`src/rtl/mult_share_arbiter_if.sv`:
```
// Requester and multiplier-side signals of the shared multiplier scheduler.
// The arbiter connects through the slave modport. The requesters and the multiplier model connect through the master modport.
interface mult_share_arbiter_if #(
  parameter int NUM_REQ = 4,
  parameter int WIDTH   = 8
);
  localparam int IDW = (NUM_REQ > 1) ? $clog2(NUM_REQ) : 1;

  logic [NUM_REQ-1:0]       req;
  logic [NUM_REQ*WIDTH-1:0] op_a;
  logic [NUM_REQ*WIDTH-1:0] op_b;
  logic [NUM_REQ-1:0]       gnt;
  logic [NUM_REQ-1:0]       done;
  logic [2*WIDTH-1:0]       result;
  logic [IDW-1:0]           result_id;
  logic                     err;
  logic                     busy;
  logic                     mult_start;
  logic [WIDTH-1:0]         mult_a;
  logic [WIDTH-1:0]         mult_b;
  logic                     mult_ready;
  logic [2*WIDTH-1:0]       mult_product;

  modport master (
    output req, op_a, op_b, mult_ready, mult_product,
    input  gnt, done, result, result_id, err, busy, mult_start, mult_a, mult_b
  );

  modport slave (
    input  req, op_a, op_b, mult_ready, mult_product,
    output gnt, done, result, result_id, err, busy, mult_start, mult_a, mult_b
  );
endinterface

```
`src/rtl/mult_share_arbiter.sv`:
```
// Round-robin scheduler that shares one sequential multiplier between NUM_REQ requesters.
// A watchdog aborts an operation that never sees a ready edge.
module mult_share_arbiter #(
  parameter int NUM_REQ = 4,
  parameter int WIDTH   = 8,
  parameter int TIMEOUT = 64
) (
  input logic                 clk,
  input logic                 reset,
  mult_share_arbiter_if.slave bus
);
  localparam int IDW = (NUM_REQ > 1) ? $clog2(NUM_REQ) : 1;
  localparam int CW  = (TIMEOUT > 2) ? $clog2(TIMEOUT) : 1;

  typedef enum logic [1:0] {IDLE, ISSUE, WAIT, DELIVER} state_t;

  state_t             state_reg;
  logic [IDW-1:0]     owner_reg;
  logic [IDW-1:0]     last_reg;
  logic [CW-1:0]      cnt_reg;
  logic               ready_q_reg;
  logic [NUM_REQ-1:0] gnt_reg;
  logic [NUM_REQ-1:0] done_reg;
  logic [2*WIDTH-1:0] result_reg;
  logic [IDW-1:0]     result_id_reg;
  logic               err_reg;
  logic               busy_reg;
  logic               mult_start_reg;
  logic [WIDTH-1:0]   mult_a_reg;
  logic [WIDTH-1:0]   mult_b_reg;

  logic [WIDTH-1:0]   a_slice [NUM_REQ];
  logic [WIDTH-1:0]   b_slice [NUM_REQ];

  generate
    for (genvar gi = 0; gi < NUM_REQ; gi++) begin : g_unpack
      assign a_slice[gi] = bus.op_a[gi*WIDTH +: WIDTH];
      assign b_slice[gi] = bus.op_b[gi*WIDTH +: WIDTH];
    end
  endgenerate

  // Returns {found, index}. The search begins at last+1 and wraps, so the
  // requester served most recently has the lowest priority.
  function automatic logic [IDW:0] rr_pick(input logic [NUM_REQ-1:0] r,
                                           input logic [IDW-1:0]     l);
    logic [IDW:0] res;
    int           cand;
    res = '0;
    for (int off = NUM_REQ; off >= 1; off--) begin
      cand = int'(l) + off;
      if (cand >= NUM_REQ) cand = cand - NUM_REQ;
      if (r[cand]) res = {1'b1, IDW'(cand)};
    end
    return res;
  endfunction

  logic [IDW:0]   pick;
  logic           win_found;
  logic [IDW-1:0] win_idx;
  logic           ready_evt;

  assign pick      = rr_pick(bus.req, last_reg);
  assign win_found = pick[IDW];
  assign win_idx   = pick[IDW-1:0];
  assign ready_evt = bus.mult_ready & ~ready_q_reg;

  always_ff @(posedge clk) begin
    if (reset) begin
      state_reg      <= IDLE;
      owner_reg      <= '0;
      last_reg       <= IDW'(NUM_REQ - 1);
      cnt_reg        <= '0;
      ready_q_reg    <= 1'b0;
      gnt_reg        <= '0;
      done_reg       <= '0;
      result_reg     <= '0;
      result_id_reg  <= '0;
      err_reg        <= 1'b0;
      busy_reg       <= 1'b0;
      mult_start_reg <= 1'b0;
      mult_a_reg     <= '0;
      mult_b_reg     <= '0;
    end else begin
      ready_q_reg    <= bus.mult_ready;
      gnt_reg        <= '0;
      done_reg       <= '0;
      mult_start_reg <= 1'b0;
      case (state_reg)
        IDLE: begin
          if (win_found) begin
            mult_a_reg     <= a_slice[win_idx];
            mult_b_reg     <= b_slice[win_idx];
            owner_reg      <= win_idx;
            gnt_reg        <= NUM_REQ'(1) << win_idx;
            mult_start_reg <= 1'b1;
            busy_reg       <= 1'b1;
            state_reg      <= ISSUE;
          end
        end
        ISSUE: begin
          cnt_reg   <= '0;
          state_reg <= WAIT;
        end
        WAIT: begin
          // A ready edge takes priority over the watchdog in the final cycle.
          if (ready_evt) begin
            result_reg    <= bus.mult_product;
            result_id_reg <= owner_reg;
            err_reg       <= 1'b0;
            done_reg      <= NUM_REQ'(1) << owner_reg;
            state_reg     <= DELIVER;
          end else if (cnt_reg == CW'(TIMEOUT - 1)) begin
            result_reg    <= '0;
            result_id_reg <= owner_reg;
            err_reg       <= 1'b1;
            done_reg      <= NUM_REQ'(1) << owner_reg;
            state_reg     <= DELIVER;
          end else begin
            cnt_reg <= cnt_reg + CW'(1);
          end
        end
        DELIVER: begin
          last_reg  <= owner_reg;
          busy_reg  <= 1'b0;
          state_reg <= IDLE;
        end
        default: begin
          busy_reg  <= 1'b0;
          state_reg <= IDLE;
        end
      endcase
    end
  end

  assign bus.gnt        = gnt_reg;
  assign bus.done       = done_reg;
  assign bus.result     = result_reg;
  assign bus.result_id  = result_id_reg;
  assign bus.err        = err_reg;
  assign bus.busy       = busy_reg;
  assign bus.mult_start = mult_start_reg;
  assign bus.mult_a     = mult_a_reg;
  assign bus.mult_b     = mult_b_reg;
endmodule

```
`src/flat_wrapper.sv`:
```
// flat-port wrapper written by rule: the top's interface ports become plain ports
module mult_share_arbiter_flat 
#(
  parameter int NUM_REQ = 4,
  parameter int WIDTH   = 8,
  parameter int TIMEOUT = 64
)
  (clk, reset, bus_req, bus_op_a, bus_op_b, bus_mult_ready, bus_mult_product, bus_gnt, bus_done, bus_result, bus_result_id, bus_err, bus_busy, bus_mult_start, bus_mult_a, bus_mult_b);
  mult_share_arbiter_if #(.NUM_REQ(NUM_REQ), .WIDTH(WIDTH)) bus_i ();
  input logic clk;
  input logic reset;
  input wire logic [$bits(bus_i.req)-1:0] bus_req;
  input wire logic [$bits(bus_i.op_a)-1:0] bus_op_a;
  input wire logic [$bits(bus_i.op_b)-1:0] bus_op_b;
  input wire logic [$bits(bus_i.mult_ready)-1:0] bus_mult_ready;
  input wire logic [$bits(bus_i.mult_product)-1:0] bus_mult_product;
  output wire logic [$bits(bus_i.gnt)-1:0] bus_gnt;
  output wire logic [$bits(bus_i.done)-1:0] bus_done;
  output wire logic [$bits(bus_i.result)-1:0] bus_result;
  output wire logic [$bits(bus_i.result_id)-1:0] bus_result_id;
  output wire logic [$bits(bus_i.err)-1:0] bus_err;
  output wire logic [$bits(bus_i.busy)-1:0] bus_busy;
  output wire logic [$bits(bus_i.mult_start)-1:0] bus_mult_start;
  output wire logic [$bits(bus_i.mult_a)-1:0] bus_mult_a;
  output wire logic [$bits(bus_i.mult_b)-1:0] bus_mult_b;
  assign bus_i.req = bus_req;
  assign bus_i.op_a = bus_op_a;
  assign bus_i.op_b = bus_op_b;
  assign bus_i.mult_ready = bus_mult_ready;
  assign bus_i.mult_product = bus_mult_product;
  assign bus_gnt = bus_i.gnt;
  assign bus_done = bus_i.done;
  assign bus_result = bus_i.result;
  assign bus_result_id = bus_i.result_id;
  assign bus_err = bus_i.err;
  assign bus_busy = bus_i.busy;
  assign bus_mult_start = bus_i.mult_start;
  assign bus_mult_a = bus_i.mult_a;
  assign bus_mult_b = bus_i.mult_b;
  mult_share_arbiter #(.NUM_REQ(NUM_REQ), .WIDTH(WIDTH), .TIMEOUT(TIMEOUT)) u_core (.clk(clk), .reset(reset), .bus(bus_i));
endmodule
```
`config.mk`:
```
export PLATFORM = sky130hd
export DESIGN_NAME = mult_share_arbiter_flat
export DESIGN_NICKNAME = d
export VERILOG_FILES = /design/src/rtl/mult_share_arbiter_if.sv /design/src/rtl/mult_share_arbiter.sv /design/src/flat_wrapper.sv
export SDC_FILE = /design/constraint.sdc
export NUM_CORES = 1
export LEC_CHECK = 0
export ABC_AREA = 1
export BUFFER_PORTS_ARGS = -buffer_cell sky130_fd_sc_hd__buf_2
export CAP_MARGIN = 25
export CORE_ASPECT_RATIO = 2
export CORE_MARGIN = 5
export CORE_UTILIZATION = 47
export DETAILED_ROUTE_END_ITERATION = 8
export GPL_TIMING_DRIVEN = 1
export PLACE_DENSITY = 0.83
export SETUP_SLACK_MARGIN = 0.2
export SLEW_MARGIN = 10
export SYNTH_ARGS = -nofsm -noshare
export SYNTH_HDL_FRONTEND = slang
export SYNTH_SLANG_ARGS = --single-unit
```
`constraint.sdc`:
```
create_clock -name clk -period 2.2 [get_ports clk]
set_clock_uncertainty 0.05 [all_clocks]
set_input_delay 0.22 -clock clk [delete_from_list [all_inputs] [get_ports clk]]
set_output_delay 0.22 -clock clk [all_outputs]
set_load 0.005 [all_outputs]
```
==> impl_metrics.yaml <==
outcome:
  outcome: "completed"
clock_network:
  clk_sinks: 58
  clockRootBuffer: "clkbuf_16"
  cts-htree-levels: 3
  cts.path.max_buffers: 2
  clk_latency_ns: 0.32
  cts-buffers-inserted: 9
  clk_pin_slew_ns: 0.05
  hold_buf_count_cts: 0
  cts_tree: "built"
worst_setup_path:
  cp_max_fo: 18
  worstSetupStartpointType: "register"
  critical_path_data_arrival_time_ns: 2.05
  crit_path_end_kind: "register"
  slowest_delay_ns: 0.40
  timing.critical_path.cells: "inv_6 > nand2_1 > nand3_1 > nand2_1 > inv_1 > nand2_2 > nand3_4 > nand2_4 > nand2_1 > nand3_1 > nand2_1 > a21oi_1"
  worst_path_max_delay_cell: "dfxtp_4"
  worst_path_dominant_cell_family: "simple AND/OR/NAND/NOR gates"
  crit_top_cell: "nand2_1"
  critPathKind: "register to register"
  required_time_worst_endpoint_ns: 2.41
  cp_num_buf_inv: 2
yosys:
  synth_seq_area_share_pct: 39.9
  post_synthesis_net_count: 500
  yosys_register_bits: 58
  avgSynthCellArea_um2: 7.13
  synth.cell_area_um2: 2910
  synth.distinct_cells: 31
  ys.warnings.count: 0
  syn_inst: 408
final_layout:
  syn_to_final_growth_pct: 37.3
  largest_register_ffs: 16
  layout-drive-gt1-share_pct: 35.5
  finish.net_count: 637
  antenna_cells: 0
  layout.cells.non_filler: 612
global_routing:
  gr-usage-all-layers_pct: 22.4
  pin_count_of_the_biggest_net_entering_global_routing: 37
  grt_pass1_vias: 3256
  antenna_violations_before_repair: 0
  global_route_wire_length_before_repair_um: 13900
  grt_overflow_total: 0
job:
  maxCapViolations: 0
sta:
  fin_crit_ns: 1.84
  rsz0062_at_grt: "false"
  fin_setup_tns_ns: 0
  hold_viol_final: 0
  final_max_slew_viol_count: 0
  clock.fmax_mhz: 543
  worst-slew-pin-transition_ns: 0.375
  setup_viol_count_final: 0
  timing.final.crit_share_pct: 83.7
  slew_headroom_pct: 74.7
detailed_routing:
  routed_wire_length_per_instance_um: 14.9
  postRouteAntennaNets: 0
  detail_route.wirelength_um: 9100
  routed-via-count: 3342
  detail_route.first_pass.iterations: 6
  drc_viols: 0
  dr.first_iter.drc_count: 247
  vias_per_cell: 5.46
worst_hold_path:
  type_of_the_tightest_min_delay_check: "primary input to register"
floorplan:
  dieHeight_um: 121
  start_util_pct: 48.4
  io_pins: 132
  dieWidth_um: 65.6
  rows: 40
  area_of_the_core_um2: 6010
  die_area_um2: 7960
pwr:
  p_per_area_nw_per_um2: 1320
  total_leakage_power_nw: 2.02
  finalPower_mw: 5.28
  power.ir.vdd_worst_uv: 791
place:
  hpwlAfterDp_um: 6660
  post-place-cells: 586
  io_buf_count: 131
  gp_congestion: 0.911
[worst paths after layout]
path	startpoint	endpoint	slack, ns	cells past startpoint
min	bus_mult_ready	u_core.ready_q_reg	0.07	3
min reg2reg	u_core.bus.result[2]	u_core.bus.result[2]	0.41	2
max reg2reg	u_core.last_reg[0]	u_core.bus.mult_a[4]	0.36	12
max	u_core.last_reg[0]	u_core.bus.mult_a[4]	0.36	12
[kinds of logic (layout without fill, tap and decap cells)]
| kind of cell | after synthesis | in the layout | share of synthesized area [%] |
|---|---|---|---|
| and+or+nand+nor | 222 | 223 | 36.1 |
| buffers and inverters | 46 | 186 | 8.13 |
| DFF | 58 | 58 | 39.9 |
| AOI/OAI and AO/OA | 77 | 77 | 13.7 |
| adders and majority gates | 5 | 5 | 2.15 |
[worst reg2reg max path, delay by kind of cell, from the launching register on]
family	cells	cell delay, ns
DFF	1	0.40
buffers and inverters	2	0.12
and+or+nand+nor	9	1.09
AOI/OAI and AO/OA	1	0.12
[cells in the final DEF (no fill, tap or decap), types with 2 or more instances in the layout]
cell type,instances
bufinv_16,2
o21ai_0,21
clkbuf_8,2
nand3_2,9
buf_2,131
ha_1,5
o21ai_1,6
nand3_1,60
nor2_1,16
buf_4,14
nor4_1,2
clkinvlp_4,2
inv_4,2
nor3_1,3
clkbuf_16,9
inv_1,18
buf_6,3
nand2_8,2
a211oi_1,3
nand2_1,115
a21oi_1,45
nand2_4,2
inv_2,2
nand2_2,9
dfxtp_1,56
[final cells by class]
type / instances / area, um2
clock buffer: 11 / 253
clock inverter: 4 / 75.1
fill: 495 / 2010
inverter: 23 / 96.3
multi-input combinational: 305 / 1530
sequential: 58 / 1170
tap: 63 / 78.8
timing repair buffer: 148 / 795
[repair_timing]
action | in CTS | in global routing
endpoints found under the setup margin | 12 | 18
resized for setup | 1 | 8
pin swaps | 0 | 4
endpoints found under the hold margin | 0 | 0
buffers inserted | 0 | 10
cloned | 0 | 1
[per-stage QoR]
stage | cell area (um2) | hold WS [ns] | setup slack, ns | utilization [%]
global placement | 3550 | 0.390 | 0.289 | 59.2
CTS | 3880 | 0.0685 | 0.261 | 64.6
finish | 4000 | 0.0709 | 0.359 | 66.5
global route | 4000 | 0.0830 | 0.161 | 66.5
floorplan | 2910 | 0.295 | 0.596 | -
detailed placement | 3550 | 0.404 | 0.156 | 59.2
[power breakdown]
part	internal, mW	switching, mW
combinational	0.866	1.47
clock	1.04	0.477
sequential	1.29	0.136
total	3.20	2.08
[synth_stat cells (all sizes together)]
| master | instances | area share (%) |
|---|---|---|
| o21ai | 27 | 4.6 |
| or2 | 1 | 0.22 |
| buf | 15 | 3.9 |
| a21oi | 45 | 7.7 |
| a211oi | 3 | 0.77 |
| dfxtp | 58 | 40 |
| nand4 | 1 | 0.22 |
| ha | 5 | 2.2 |
| o21bai | 1 | 0.26 |
| nor2 | 17 | 2.3 |
| inv | 23 | 3.2 |
| nor4 | 2 | 0.43 |
| nand3 | 70 | 14 |
| o21a | 1 | 0.26 |
| and3 | 1 | 0.22 |
| nor3 | 3 | 0.52 |
| nand2 | 127 | 18 |
| clkbuf | 8 | 1.0 |
[metal layers]
layer	up-vias	track usage (%)	share of wire, %
li1	1630	-	-
met1	1492	21.3	36
met2	188	41.1	53
met3	32	5.75	8.5
met4	0	13.6	3.4
met5	-	0	0
Power figures use the tool's default switching activity.
